==> config.mk <==
export PLATFORM = sky130hd
export DESIGN_NAME = tick_trigger
export DESIGN_NICKNAME = d
export VERILOG_FILES = /design/src/rtl/tick_trigger.sv
export SDC_FILE = /design/constraint.sdc
export NUM_CORES = 1
export LEC_CHECK = 0
export BUFFER_PORTS_ARGS = -buffer_cell sky130_fd_sc_hd__buf_4
export CAP_MARGIN = 0
export CELL_PAD_IN_SITES_DETAIL_PLACEMENT = 1
export CELL_PAD_IN_SITES_GLOBAL_PLACEMENT = 2
export CORE_MARGIN = 2
export CORE_UTILIZATION = 42
export DETAILED_ROUTE_END_ITERATION = 7
export GPL_TIMING_DRIVEN = 1
export PLACE_DENSITY = 0.82
export RECOVER_POWER = 100
export SYNTH_ARGS = -nofsm -noshare
export SYNTH_HDL_FRONTEND = slang
export SYNTH_SLANG_ARGS = --single-unit
==> constraint.sdc <==
create_clock -name clk -period 4.25 [get_ports clk]
set_input_delay 0.2125 -clock clk [delete_from_list [all_inputs] [get_ports clk]]
set_output_delay 0.2125 -clock clk [all_outputs]
set_load 0.02 [all_outputs]
==> src/rtl/tick_trigger.sv <==
`timescale 1ns/1ps
// -----------------------------------------------------------------------------
// tick_trigger
//
// Free-running periodic trigger generator for an HC-SR04 style ultrasonic
// range sensor. The system clock is divided down to a timebase tick
// (1 us by default). A fixed-width high pulse is emitted on trigger_tick
// once per measurement period. There is no enable and no handshake: the
// block starts on its own when rst is released.
//
// Ports:
//   clk          in   1  system clock, all state changes on its rising edge
//   rst          in   1  asynchronous active-low reset
//   trigger_tick out  1  registered trigger pulse, drives the sensor TRIG pin
//   o_dbg_state  out  2  current FSM state (0 IDLE, 1 HIGH, 2 LOW)
//
// Parameters:
//   CLK_FREQ_HZ  system clock frequency
//   TICK_HZ      timebase rate; DIV = CLK_FREQ_HZ / TICK_HZ clocks per tick
//   PULSE_US     trigger high time in timebase ticks
//   PERIOD_US    rising edge to rising edge period in timebase ticks
// -----------------------------------------------------------------------------
module tick_trigger #(
   parameter int CLK_FREQ_HZ = 100_000_000,
   parameter int TICK_HZ     = 1_000_000,
   parameter int PULSE_US    = 10,
   parameter int PERIOD_US   = 60_000
) (
   input  logic       clk,
   input  logic       rst,
   output logic       trigger_tick,
   output logic [1:0] o_dbg_state
);

   localparam int DIV  = CLK_FREQ_HZ / TICK_HZ;
   localparam int DIV_W = (DIV > 1) ? $clog2(DIV) : 1;
   localparam int US_W  = (PERIOD_US > 1) ? $clog2(PERIOD_US) : 1;

   // Refuse to build a block whose timing cannot be honoured.
   if (DIV < 2) begin : g_bad_div
      $error("tick_trigger: CLK_FREQ_HZ / TICK_HZ must be at least 2");
   end
   if (PULSE_US < 1) begin : g_bad_pulse
      $error("tick_trigger: PULSE_US must be at least 1");
   end
   if (PERIOD_US <= PULSE_US) begin : g_bad_period
      $error("tick_trigger: PERIOD_US must be greater than PULSE_US");
   end

   localparam logic [DIV_W-1:0] DIV_LAST   = DIV_W'(DIV - 1);
   localparam logic [US_W-1:0]  PULSE_LAST = US_W'(PULSE_US - 1);
   // Low phase length is the rest of the period after the high phase.
   localparam logic [US_W-1:0]  LOW_LAST   = US_W'(PERIOD_US - PULSE_US - 1);

   typedef enum logic [1:0] {
      S_IDLE = 2'd0,
      S_HIGH = 2'd1,
      S_LOW  = 2'd2
   } state_t;

   state_t            r_state;
   logic [DIV_W-1:0]  r_div_cnt;
   logic [US_W-1:0]   r_us_cnt;
   logic              r_trigger;
   logic              w_tick_1us;

   // ---------------------------------------------------------------------
   // Prescaler: counts 0..DIV-1 and wraps. The timebase tick is the last
   // clock of each prescaler cycle, so the first tick after reset lands on
   // clock DIV-1 and the FSM reacts on clock DIV.
   // ---------------------------------------------------------------------
   always_ff @(posedge clk or negedge rst) begin
      if (!rst) begin
         r_div_cnt <= '0;
      end else if (r_div_cnt == DIV_LAST) begin
         r_div_cnt <= '0;
      end else begin
         r_div_cnt <= r_div_cnt + DIV_W'(1);
      end
   end

   assign w_tick_1us = (r_div_cnt == DIV_LAST);

   // ---------------------------------------------------------------------
   // Trigger FSM. r_us_cnt counts timebase ticks spent in the current
   // state and is cleared on every state change, so each phase lasts an
   // exact number of ticks and the period never drifts.
   // ---------------------------------------------------------------------
   always_ff @(posedge clk or negedge rst) begin
      if (!rst) begin
         r_state   <= S_IDLE;
         r_us_cnt  <= '0;
         r_trigger <= 1'b0;
      end else if (w_tick_1us) begin
         case (r_state)
            S_IDLE: begin
               r_state   <= S_HIGH;
               r_us_cnt  <= '0;
               r_trigger <= 1'b1;
            end
            S_HIGH: begin
               if (r_us_cnt == PULSE_LAST) begin
                  r_state   <= S_LOW;
                  r_us_cnt  <= '0;
                  r_trigger <= 1'b0;
               end else begin
                  r_us_cnt  <= r_us_cnt + US_W'(1);
               end
            end
            S_LOW: begin
               if (r_us_cnt == LOW_LAST) begin
                  r_state   <= S_HIGH;
                  r_us_cnt  <= '0;
                  r_trigger <= 1'b1;
               end else begin
                  r_us_cnt  <= r_us_cnt + US_W'(1);
               end
            end
            default: begin
               // Unused encoding: fall back to a clean restart.
               r_state   <= S_IDLE;
               r_us_cnt  <= '0;
               r_trigger <= 1'b0;
            end
         endcase
      end
   end

   assign trigger_tick = r_trigger;
   assign o_dbg_state  = r_state;

endmodule

# Yosys cells after proc, flatten, opt, wreduce, memory -nomap -nowiden
# Index checks and enable logic that the tools add are counted.
# word_totals
regBits	26
elab_cells	25
out_inout_bits	3
inputBits	2
# op_classes
addsub	2
n_eq_ne	7
muxes	10
reduce_logical	2
# op_table
cell	count
2-to-1 mux 16 bit	2
case mux 16 bit (2 select lines)	1
adder 16 x 1 -> 16 bit, second input constant	1
== test 16 bit, second input constant	1
== test 16 x 4 -> 1 bit, second input constant	1
adder 7 x 1 -> 7 bit, second input constant	1
== test 7 bit, second input constant	1
2-to-1 mux 7 bit	1
case mux 2 bit (3 select lines)	1
2-to-1 mux 2 bit	2
!= test 2 bit, second input constant	2
case mux 1 bit (3 select lines)	1
AND reduction 3 bit	1
== test 2 x 1 -> 1 bit, second input constant	1
== test 2 bit, second input constant	1
logical NOT 2 bit	1
2-to-1 mux 1 bit	2

# Depth between registers and ports, before layout
# logic_depth
ltp_word	3
mapped_depth	7

# Least setup slack after synthesis
# No wires, ideal clock.
# synth_path
path_kind	flip-flop to flip-flop
start	register r_div_cnt[0]
end	register r_us_cnt[7]
setup_ns	0.082
t_arrival_ns	1.968
synth_period_minus_slack_ns	2.050
slack_ns	2.200
stages_incl_launch_ff	8
required_time_ns	4.168
cell_sequence	dfrtp_1 ha_1 nand3_2 or4b_1 buf_2 buf_2 or3_1 a22oi_2
# synth_between
elab_chain_len	1
# synth_rtl
element	line	source
start, declared	62	logic [DIV_W-1:0] r_div_cnt;
start signal, assigned	78	r_div_cnt <= r_div_cnt + DIV_W'(1);
== test 7 bit	82	assign w_tick_1us = (r_div_cnt == DIV_LAST);
end signal, assigned	107	r_us_cnt <= r_us_cnt + US_W'(1);
end signal, assigned	116	r_us_cnt <= r_us_cnt + US_W'(1);
end, declared	63	logic [US_W-1:0] r_us_cnt;
# No other way between the ends.
# A chain may end at the register's enable or synchronous reset.

# Final worst setup path
# layout_path
start	register r_us_cnt[1]
end	register r_us_cnt[10]
# layout_between
elab_chain_len	3
elab_cells_between_ends	6
# layout_rtl
element	line	source
adder 16 x 1 -> 16 bit, or another cell as far along	107, 116	
2-to-1 mux 16 bit (on tied branches)	111, 102	
case mux 16 bit (2 select lines) (*)	95	case (r_state)
# Every way passes the cells marked *; elsewhere a longest branch is shown, timed or not.

==> summary.txt <==
Cells and area
  • Share of cells above drive strength 1: 0.0516
  • Non-Filler Instances: 201
  • Final instance area: 1600 um2
  • Post-synthesis to final-layout area growth: 6.33%
  • Final core occ: 0.471
  • Layout net count: 165
  • Ant diodes: 0

Critical path
  • R2r setup slk: 1150 ps
  • Worst setup EP type: flop
  • Worst R2R Path Depth: 6
  • CP required: 4410 ps
  • Crit Reg-Reg Endpoint: r_us_cnt[10]
  • Critical path data arrival time: 3260 ps
  • Slowest CP cell: o21ai_0
  • Critical Path Start Type: flop
  • CP Cell Sequence: inv_1, ha_1, nor4b_1, a41oi_1, o21ai_0, a22oi_1
  • Slowest stage delay, CP: 1280 ps
  • Crit Path Class: flop to flop
  • Max FO, Critical Path: 12
  • Reg-to-reg startpoint: r_us_cnt[1]

Detailed routing
  • Detailed Route Iter0 Violations: between 40 and 50
  • DRT Pass-1 Iters: 4
  • Via count: 1253
  • Final ANT Viol Nets: 0
  • Routed len/inst: roughly 19 um
  • Total wire length: 3790 um
  • Detailed-route DRC error count: 0
  • DR vias/cell: between 6 and 7

Pwr
  • Worst VDD drop: between 0.15 and 0.2 mV
  • Switching part of the total: 0.204
  • Clock share of power: 0.413
  • Power Total: between 400 and 500 uW
  • Power per Cell Area: 270 nW/um2
  • Sequential power share: 0.573
  • LEAKAGE: a little over 0.6 nW
  • Switching power: roughly 88 uW
  • Cell Int Power: about 340 uW
  • Power share of the combinational group: 0.013

Logic synthesis
  • Post-Synthesis Cells: 153
  • Synth async-reset ratio: 1.00
  • Count leader, synth: dfrtp_1
  • Most frequent cells after synthesis: dfrtp_1, nand2_1, nand3_1
  • Post-synth cell types: 34
  • Largest area contributor in the netlist: dfrtp_1
  • Top_reg_cell synth: dfrtp_1
  • YS warnings: 0
  • Yosys reg bits: 26
  • Mapped Area: roughly 1500 um2
  • Top post-synthesis cells by area: dfrtp_1, ha_1, o31ai_1
  • Post-Syn Nets: 162
  • Yosys top cell area share: 0.433
  • Register area share after synthesis: 0.433
  • Post-Syn Area per Cell: ~10 um2
  • Post-synth EDFFs: 0

Clock tree
  • Clock sink total: 26
  • Clock tree root buffer cell: clkbuf_4
  • Clk Latency, worst-skew pair: around 340 ps
  • Longest Clk Path Bufs: 2
  • Htree depth: 1
  • TritonCTS buffer count: 3
  • CTS tree: built
  • Clock transition at path regs: about 160 ps

Timing
  • Min Clock Period, post-route: 3100 ps
  • Slew Limit Fails: 13
  • Setup TNS: 0 ps
  • Final hold violation count: 0
  • Worst clock skew: around 7.3 ps
  • Least-Margin Pin Slew: around 1500 ps
  • Final setup fails: 0
  • Period utilisation layout: 0.729
  • Max-Slew Margin vs Limit: -0.0365
  • Unrepaired setup endpoints after global routing: false
  • Fmax: about 0.32 GHz
  • Final hold slack: 511 ps
  • Setup ws final: approximately 1200 ps

Floorplan
  • Placement Rows: 21
  • Die X: 63.8 um
  • Die area: 4070 um2
  • Starting Density: 0.443
  • CORE AREA: 3390 um2
  • Top Ports: 5
  • Die Y-Extent: 63.8 um

Global routing
  • Largest net degree at the start of global routing: 27
  • All-Layer GR Usage: 0.209
  • Grt total ovfl: 0
  • Initial antenna violation count: 0
  • Vias in the first global route: 1351
  • First-pass GRT wire length: 6690 um

Placement
  • Pre-CTS setup slack: 1600 ps
  • Placed Instance Area: 1570 um2
  • Placed instance count: between 150 and 200
  • Hpwl dp: 2700 um
  • Final Wtd Congestion: between 0.7 and 0.8
  • Buffers on Ports: 4

Min path
  • Hold endpoint: r_div_cnt[0]
  • Worst Hold Launch: r_div_cnt[0]
  • Hold WC Path Type: flop to flop
  • Hold depth: 1

Status
  • Status: finished with violations
  • Failing checks: max-capacitance violations, max-slew violations

Flow run
  • Max_cap viols: 1
## per-layer routing
metal | share of wire | global-route usage | routed length (um) | vias up
li1 | - | - | - | 596
met1 | 0.50 | 0.287 | 1880 | 635
met2 | 0.47 | 0.346 | 1770 | 18
met3 | 0.027 | 0.0317 | 102 | 4
met4 | 0.0090 | 0.0516 | 34 | 0
met5 | 0 | 0 | 0 | -
## placed cells by master (no fill, tap or decap), types with 2 or more instances in the layout
cell / instances
dfrtp_1: 26
nand3_1: 12
nand2_1: 11
o31ai_1: 9
or4_1: 9
inv_1: 8
a22oi_1: 8
ha_1: 7
o2111ai_1: 5
o211ai_1: 5
clkbuf_1: 5
o21ai_0: 4
or3_1: 4
nor2_1: 4
xnor2_1: 3
a41oi_1: 3
nor3_1: 3
nor4b_1: 3
and3_1: 3
clkbuf_4: 3
nor4_1: 2
a21oi_1: 2
and4_1: 2
nand4_1: 2
mux2i_1: 2
or2_2: 2
nand2b_1: 2
## worst max-delay path by stage
stage | start | end | slack (ps)
after floorplan | r_div_cnt[0] | r_us_cnt[7] | 2200
after global placement | r_us_cnt[1] | r_us_cnt[9] | 1810
after detailed placement | r_us_cnt[1] | r_us_cnt[11] | 1600
after CTS | r_us_cnt[1] | r_us_cnt[11] | 1580
after global routing | r_us_cnt[1] | r_us_cnt[14] | 760
final | r_us_cnt[1] | r_us_cnt[10] | 1150
## repair_timing
| item | 4_1_cts | 5_1_grt |
|---|---|---|
| setup buffers | 0 | 0 |
| hold buffers | 1 | 0 |
| hold endpoints to repair | 26 | 0 |
| gates resized for setup | 0 | 0 |
## worst max-delay path: cells and delay by family, from the launching register on
| kind | cells | cell delay, ps |
|---|---|---|
| flops | 1 | 470 |
| buf+inv | 1 | 80 |
| simple gates | 1 | 320 |
| compound gates | 3 | 1910 |
| fa+ha+maj | 1 | 130 |
## final cells by class
class                           instances  area (um2)
Clock inverter                          1        30.0
Sequential cell                        26         651
Tap cell                               46        57.6
Timing Repair Buffer                    6        28.8
Multi-Input combinational cell        111         778
Inverter                                8        30.0
Clock buffer                            3        22.5
Fill cell                             392        1790
## registers in the layout (all words and copies together) (netlist names)
register	flops
r_us_cnt	16
o_dbg_state	2
r_div_cnt	7
trigger_tick	1
## cells by family after synthesis
logic type | count (synthesis) | share of synthesized area
AND/OR/NAND/NOR | 60 | 0.237
AO/OA/AOI/OAI | 38 | 0.191
adder cells (fa/ha/maj) | 7 | 0.0583
multiplexers | 3 | 0.0208
flip-flops | 26 | 0.433
buffers and inverters | 16 | 0.0425
XOR/XNOR | 3 | 0.0175
## power groups by stage
stage          registers, mW  clock network [mW]   logic [mW]
2_1_floorplan          0.252                   0  0.000000247
4_1_cts                0.248               0.181      0.00661
3_3_place_gp           0.252                   0      0.00553
6_report               0.248               0.178      0.00578
3_5_place_dp           0.252                   0      0.00593
5_1_grt                0.248               0.190      0.00701
No activity file was read; power rests on OpenSTA's default activity.
